## src/rtl/cyclic_code_pkg.sv

```systemverilog
// Shared constants and state encoding for the serial (7,4) cyclic encoder path.
// Generator x^3+x+1; codeword is 4 info bits followed by 3 parity bits, MSB first.
package cyclic_code_pkg;

    localparam int CC_N = 7;
    localparam int CC_K = 4;
    localparam int CC_R = 3;

    localparam logic [CC_R:0] CC_GEN = 4'b1011;

    typedef enum logic [1:0] {
        IDLE,
        DATA,
        PARITY,
        GAP
    } cc_state_t;

endpackage

```

## src/rtl/cyclic_parity_lfsr.sv

```systemverilog
// Parity remainder register for g(x)=x^3+x+1: divide on shift-in, drain MSB-first on shift-out.
// Latency: one clock per shift; clear has priority over both shift modes.
// Backpressure: none internally, the controller only enables a shift on an accepted bit.
module cyclic_parity_lfsr
    import cyclic_code_pkg::*;
(
    input  logic            clk,
    input  logic            reset_n,
    input  logic            clear,
    input  logic            shift_in_en,
    input  logic            shift_out_en,
    input  logic            din,
    output logic            msb,
    output logic [CC_R-1:0] rem
);

    logic [CC_R-1:0] r;
    logic            fb;

    assign fb  = din ^ r[CC_R-1];
    assign msb = r[CC_R-1];
    assign rem = r;

    // Feedback taps come straight from the low generator coefficients.
    always_ff @(posedge clk or negedge reset_n) begin
        if (!reset_n) begin
            r <= '0;
        end else if (clear) begin
            r <= '0;
        end else if (shift_in_en) begin
            r <= {r[CC_R-2:0], 1'b0} ^ ({CC_R{fb}} & CC_GEN[CC_R-1:0]);
        end else if (shift_out_en) begin
            r <= {r[CC_R-2:0], 1'b0};
        end
    end

endmodule

```

## src/rtl/cyclic_coder_ctrl.sv

```systemverilog
// Bit-serial (7,4) systematic cyclic encoder controller: word in, 7 bits out with sof/eof.
// Latency: first bit one cycle after the input handshake; 8 + GAP_CYCLES cycles minimum per word.
// Backpressure: per-bit out_ready stall holds all outputs; in_ready only in IDLE.
module cyclic_coder_ctrl
    import cyclic_code_pkg::*;
#(
    parameter int GAP_CYCLES = 0,
    parameter int COUNT_W    = 16
) (
    input  logic               clk,
    input  logic               reset_n,
    input  logic               abort,
    input  logic               in_valid,
    input  logic [CC_K-1:0]    in_data,
    output logic               in_ready,
    output logic               out_bit,
    output logic               out_valid,
    input  logic               out_ready,
    output logic               out_sof,
    output logic               out_eof,
    output logic               busy,
    output logic [COUNT_W-1:0] cw_count
);

    localparam logic [2:0] LAST_INFO = 3'(CC_K - 1);
    localparam logic [2:0] LAST_BIT  = 3'(CC_N - 1);
    localparam logic [3:0] GAP_LAST  = 4'((GAP_CYCLES > 0) ? GAP_CYCLES - 1 : 0);

    cc_state_t         state;
    cc_state_t         state_nxt;
    logic [2:0]        bit_cnt;
    logic [3:0]        gap_cnt;
    logic [CC_K-1:0]   word;
    logic [1:0]        data_idx;
    logic              xfer;
    logic              accept;
    logic              lfsr_clear;
    logic              lfsr_shift_in;
    logic              lfsr_shift_out;
    logic              lfsr_msb;
    logic [CC_R-1:0]   parity_rem_unused;

    assign xfer     = out_valid & out_ready;
    assign accept   = in_valid & in_ready & ~abort;
    assign data_idx = 2'd3 - bit_cnt[1:0];
    assign busy     = (state != IDLE);

    cyclic_parity_lfsr u_lfsr (
        .clk          (clk),
        .reset_n      (reset_n),
        .clear        (lfsr_clear),
        .shift_in_en  (lfsr_shift_in),
        .shift_out_en (lfsr_shift_out),
        .din          (out_bit),
        .msb          (lfsr_msb),
        .rem          (parity_rem_unused)
    );

    always_comb begin
        state_nxt      = state;
        in_ready       = 1'b0;
        out_valid      = 1'b0;
        out_bit        = 1'b0;
        out_sof        = 1'b0;
        out_eof        = 1'b0;
        lfsr_clear     = 1'b0;
        lfsr_shift_in  = 1'b0;
        lfsr_shift_out = 1'b0;

        case (state)
            IDLE: begin
                in_ready   = 1'b1;
                lfsr_clear = 1'b1;
                if (accept) state_nxt = DATA;
            end
            DATA: begin
                out_valid     = 1'b1;
                out_bit       = word[data_idx];
                out_sof       = (bit_cnt == 3'd0);
                lfsr_shift_in = xfer;
                if (xfer && bit_cnt == LAST_INFO) state_nxt = PARITY;
            end
            PARITY: begin
                out_valid      = 1'b1;
                out_bit        = lfsr_msb;
                out_eof        = (bit_cnt == LAST_BIT);
                lfsr_shift_out = xfer;
                if (xfer && bit_cnt == LAST_BIT) state_nxt = (GAP_CYCLES > 0) ? GAP : IDLE;
            end
            GAP: begin
                if (gap_cnt == GAP_LAST) state_nxt = IDLE;
            end
            default: state_nxt = IDLE;
        endcase

        // A bit transferring alongside abort is dropped; the remainder must not see it.
        if (abort) begin
            state_nxt  = IDLE;
            lfsr_clear = 1'b1;
        end
    end

    always_ff @(posedge clk or negedge reset_n) begin
        if (!reset_n) begin
            state    <= IDLE;
            bit_cnt  <= '0;
            gap_cnt  <= '0;
            word     <= '0;
            cw_count <= '0;
        end else begin
            state <= state_nxt;
            if (accept) begin
                word    <= in_data;
                bit_cnt <= '0;
            end else if (xfer) begin
                bit_cnt <= bit_cnt + 3'd1;
            end
            gap_cnt <= (state == GAP) ? gap_cnt + 4'd1 : 4'd0;
            if (xfer && state == PARITY && bit_cnt == LAST_BIT && !abort) begin
                cw_count <= cw_count + COUNT_W'(1);
            end
        end
    end

endmodule

```

## config.mk

```make
export PLATFORM = sky130hd
export DESIGN_NAME = cyclic_coder_ctrl
export DESIGN_NICKNAME = d
export VERILOG_FILES = /design/src/rtl/cyclic_code_pkg.sv /design/src/rtl/cyclic_parity_lfsr.sv /design/src/rtl/cyclic_coder_ctrl.sv
export SDC_FILE = /design/constraint.sdc
export NUM_CORES = 1
export LEC_CHECK = 0
export ABC_AREA = 1
export BUFFER_PORTS_ARGS = -buffer_cell sky130_fd_sc_hd__buf_2
export CAP_MARGIN = 0
export CORE_MARGIN = 3
export CORE_UTILIZATION = 40
export CTS_BUF_LIST = sky130_fd_sc_hd__clkbuf_8
export CTS_CLUSTER_SIZE = 12
export DETAILED_ROUTE_END_ITERATION = 10
export GPL_TIMING_DRIVEN = 1
export HOLD_SLACK_MARGIN = 0.1
export SYNTH_ARGS = -nofsm -noshare
export SYNTH_HDL_FRONTEND = slang
export SYNTH_SLANG_ARGS = --single-unit
```

## constraint.sdc

```tcl
create_clock -name clk -period 2.1 [get_ports clk]
set_clock_uncertainty 0.05 [all_clocks]
set_input_delay 0.105 -clock clk [delete_from_list [all_inputs] [get_ports clk]]
set_output_delay 0.105 -clock clk [all_outputs]
set_load 0.005 [all_outputs]
```

* After elaboration in Yosys (flattened, before gate mapping)
Index checks and enable logic that the tools add are counted.
Cells by class: $add $sub $neg 4, order comparisons 1, equality and inequality tests 9, multiplexer cells 22, bitwise logic cells 6, reductions and logical operators 14
Operators by type and width (count):
- $add A16 B1 Y16 const B | 1
- $mux W3 | 5
- $ne A3 B3 Y1 const B | 4
- $mux W2 | 5
- $mux W1 | 8
- $pmux W2 S4 | 1
- $logic_and A1 B1 Y1 | 5
- $add A4 B1 Y4 const B | 1
- $eq A2 B2 Y1 const B | 2
- $logic_not A4 Y1 | 1
- $mux W4 | 1
- $reduce_and A4 Y1 | 1
- $reduce_bool A2 Y1 | 2
- $add A3 B1 Y3 const B | 1
- $and A1 B1 Y1 | 3
- $eq A3 B2 Y1 const B | 1
- $eq A3 B3 Y1 const B | 1
- $logic_not A3 Y1 | 1
- $lt A2 B3 Y1 const B | 1
- $reduce_bool A3 Y1 | 1
- $xor A3 B2 Y3 | 1
- $bmux W1 S2 | 1
- $eq A2 B1 Y1 const B | 1
- $logic_not A2 Y1 | 1
- 6 further kinds | 6
Storage, ports and cells: register bits after elaboration 32, bits of input ports 9, logic and storage cells 62

* Logic depth before layout (Yosys ltp)
depth after elaboration 8, mapped depth 13, depth with buffers taken out 13

* Hierarchy
From an unflattened synthesis, not the netlist that was laid out.
Unflattened totals: cells, all modules 246, area, all modules 1910.6 um^2
Modules (own cells, without submodules):
- cyclic_coder_ctrl | times used 1, cells an instance 224, area each 1736.7 um^2, sequential area each 725.7 um^2
- cyclic_parity_lfsr | times used 1, cells an instance 22, area each 173.9 um^2, sequential area each 75.1 um^2

* Worst setup path after synthesis
Ideal clock, no wire load.
path kind flip-flop to flip-flop, from register state[0], to register cw_count[15], setup time 123 ps, arrival time 1761 ps, slack 166 ps, cell stages (with the launch flop) 11, path buffers 0, clock period less this slack 1934 ps, cell sequence dfrtp_1 -> inv_1 -> ha_1 -> nand2_1 -> inv_2 -> nand3_4 -> nor2_2 -> nand3_2 -> nor2_4 -> nand4_1 -> xnor2_1
On the way: word-level cells in the longest chain between the ends 7, elaborated cells on any way between the ends 8, those cells by class eq/ne (2); mux (1); bitwise (1); reduce/logical (4)
Ends and longest elaborated chain:
- from (decl) | line cyclic_coder_ctrl.sv:29 | cc_state_t state;
- from (signal assigned) | line cyclic_coder_ctrl.sv:111 | state <= state_nxt;
- $eq A2 B2 Y1 or $eq A2 B1 Y1 (tied branches) | line cyclic_coder_ctrl.sv:70 | case (state)
- $reduce_or A2 Y1 (no source line) *
- $mux W1 * | line cyclic_coder_ctrl.sv:70
- named net out_valid | line cyclic_coder_ctrl.sv:17 | output logic out_valid,
- $and A1 B1 Y1 * | line cyclic_coder_ctrl.sv:43 | assign xfer = out_valid & out_ready;
- $logic_and A1 B1 Y1 * (3 in a row) | line cyclic_coder_ctrl.sv:119 | if (xfer && state == PARITY && bit_cnt == LAST_BIT && !abort) begin
- to (signal assigned) | line cyclic_coder_ctrl.sv:120 | cw_count <= cw_count + COUNT_W'(1);
- to (decl) | line cyclic_coder_ctrl.sv:22 | output logic [COUNT_W-1:0] cw_count
Mark *: on every way through the listed nets, which the timed path passes. The rest lies on a longest branch. A chain may end at the register's enable or synchronous reset.

* Worst setup path after layout
from register state[1], to register cw_count[14]
On the way: word-level cells in the longest chain between the ends 7, elaborated cells on any way between the ends 8, those cells by class eq/ne (2); mux (1); bitwise (1); reduce/logical (4)
Ends and longest elaborated chain (line):
- $eq A2 B2 Y1 or $eq A2 B1 Y1 (tied branches) | cyclic_coder_ctrl.sv:70, cyclic_coder_ctrl.sv:119
- $reduce_or A2 Y1 (no source line)
- $mux W1 | cyclic_coder_ctrl.sv:70
- $and A1 B1 Y1 | cyclic_coder_ctrl.sv:43
- $logic_and A1 B1 Y1 * (3 in a row) | cyclic_coder_ctrl.sv:119
Mark *: on every way between the ends. The rest lies on a longest branch, timed or not.

==> results.toml <==
[timing]
setup_viol = 0
final.setup.tns_ps = 0
finalCritPeriodShare_pct = 93.0
whs_ps = 137
hold_viol = 0
min_period_ps = 1950
drv_slew = 0
worst_pin_slew_ps = 731
fmax_ghz = 0.512
relSlewSlack_pct = 51.3

[min_path]
hold_start = "in_valid"
whs_endpoint = "bit_cnt[0]"
whs_path_depth = 4
hp-class = "in -> reg"

[clock_network]
numCtsBuffers = 5
clkLatencyLatePin_ps = 280
cts_max_level = 2
clk_path_buf_depth = 2
cts_tree = "built"
clk_transition_reported_paths_ps = 60
clock-root-buffer = "clkbuf_8"
numClockSinks = 32

[detailed_routing]
totalWireLength_um = 3250
ant_nets = 0
drt_first_pass_iters = 4
avgRoutedWirePerCell_um = 11.2
viasPerCell = 4.66
drt_iter0_markers = 55
route.met3.wl_um = 207
dr_total_vias = 1350
drc_errors = 0
met2_length_um = 1470
wl_met1_um = 1530
highest_layer = "met4"

[layout]
instances_no_fill = 290
n_antenna_cell = 0
nets = 261
layout_commonest_cell = "nand2_1"
utilization_pct = 52.4
area_growth_pct = 24.4
layout_common_cells = "40 x nand2_1, 32 x dfrtp_1, 31 x inv_1"
layout-drive-gt1-share_pct = 24.6
fill_cells = 380

[pwr]
p_leak_uw = 0.00117
internal_power_uw = 1190
switching_power_uw = 639
sw_frac_of_total_pct = 35.0
clkPwrFrac_pct = 23.7
seqPwrFrac_pct = 42.4
peakVddDrop_v = 0.000650
power_density_mw_per_mm2 = 853
combPwrFrac_pct = 33.9

[setup_path]
worstPathArrival_ps = 2110
slowest_stage = "dfrtp_1"
path_class = "reg -> reg"
timing.rr.start = "state[1]"
crit_path_start = "state[1]"
crit_fanout = 7
cp_cell_sequence = "inv_1 -> ha_4 -> nand2_1 -> inv_2 -> nand3_4 -> nor2_4 -> nand3_4 -> nor2_4 -> nand3_2 -> nor2_2 -> xor2_1"
cp-end-kind = "register"
slowest_delay_ps = 380
worstPathRequired_ps = 2260
rr_endpoint = "cw_count[14]"
r2r_slack_ps = 150
ff2ff_path_depth = 11
cp-start-kind = "register"

[floorplan]
die_w_um = 71.6
start_util_pct = 42.1
chipHeight_um = 71.6
die_area_mm2 = 0.00512
core_area_mm2 = 0.00409
rows = 23
ioPinCount = 31

[placed_design]
dp_cells = 272
place_congestion = 0.836
portBuffers = 30
hpwl_um = 2320

[logic_synthesis]
yosysSeqAreaShare_pct = 46.5
yosysWarnings = 0
synth.cell_area_mm2 = 0.00172
syn_inst = 191
synth.avg_cell_area_um2 = 9.01
syn-num-nets = 212
synth_cell_types = 23
yosys_register_bits = 32

[global_route]
grt_max_degree = 33
grt_pass1_vias = 1250
overflow = 0
grt_usage_pct = 13.8
antenna_found_initial = 0
grt_pass1_wl_um = 5480

[status]
outcome = "finished, final reports clean"

[run]
drv_cap = 0
==> cell families (layout without fill, tap and decap cells) <==
group,Yosys count,after routing,synth area share (%)
adder cells (fa/ha/maj),12,12,8.73
AND/OR/NAND/NOR,79,79,23.3
flip-flops,32,32,46.5
AO/OA/AOI/OAI,17,17,5.38
XOR/XNOR,17,17,8.65
buffers and inverters,34,83,7.42
==> what timing repair did <==
item | 4_1_cts | 5_1_grt
hold buffers | 6 | 0
setup endpoints to repair | 0 | 7
buffers inserted | 0 | 5
endpoints found under the hold margin | 37 | 0
resized for setup | 0 | 6
==> worst max-delay path, delay by kind of cell (launching register included) <==
family | cells | cell delay, ps
buffers and inverters | 2 | 220
xor gates and xnor gates | 1 | 140
and+or+nand+nor | 7 | 800
DFF | 1 | 380
adders and majority gates | 1 | 290
==> state kept, by name, summed over array words and instances, names as in the netlist <==
name        count
state           2
cw_count       16
word            4
gap_cnt         4
bit_cnt         3
u_lfsr.rem      3
==> power groups by stage <==
stage / registers (uW) / clock network (uW) / logic [uW]
after detailed placement: 784 / 0 / 537
after CTS: 773 / 456 / 550
after floorplan: 770 / 0 / 376
after global routing: 789 / 481 / 705
final: 775 / 432 / 618
after global placement: 783 / 0 / 535
==> routing by layer <==
metal	global-route usage, %	vias to the layer above
met2	21.1	36
met4	5.22	0
met3	5.61	4
met5	0	-
met1	17.5	618
li1	-	692
==> layout make-up <==
type / instances / area (um^2) / area share, %
Sequential cell: 32 / 801 / 37.4
Multi-Input combinational cell: 125 / 817 / 38.2
Timing Repair Buffer: 42 / 255 / 11.9
Clock buffer: 5 / 68.8 / 3.21
Tap cell: 50 / 62.6 / 2.92
Clock inverter: 2 / 8.76 / 0.409
Inverter: 34 / 128 / 5.96
==> Yosys cell counts, drive strengths merged <==
| cell type | n | area, um^2 |
|---|---|---|
| nand2 | 41 | 156 |
| inv | 33 | 124 |
| dfrtp | 32 | 801 |
| nor2 | 17 | 98.8 |
| nand3 | 15 | 110 |
| ha | 12 | 150 |
| xor2 | 11 | 96.3 |
| o21ai | 9 | 45.0 |
| xnor2 | 6 | 52.6 |
| a21oi | 4 | 20.0 |
| nand4 | 3 | 18.8 |
| a211oi | 2 | 15.0 |
| nor3 | 2 | 10.0 |
| a31oi | 1 | 6.26 |
| clkinv | 1 | 3.75 |
| nor4 | 1 | 6.26 |
| o22ai | 1 | 6.26 |
==> how the worst max path moves through the flow <==
stage	end	slack, ps	cells after the start
final	cw_count[14]	150	11
after global placement	cw_count[15]	120	10
after global routing	cw_count[14]	-3	11
after floorplan	cw_count[15]	170	10
after detailed placement	cw_count[15]	40	10
after CTS	cw_count[15]	20	10
==> through the flow <==
stage	total power [uW]	cell area [um^2]	setup slack, ps
2_1_floorplan	1150	1720	166
3_3_place_gp	1320	1940	117
3_5_place_dp	1320	1940	40.5
4_1_cts	1780	2080	25.0
5_1_grt	1970	2140	-2.53
6_report	1830	2140	148
(Power assumes the default switching activity.)
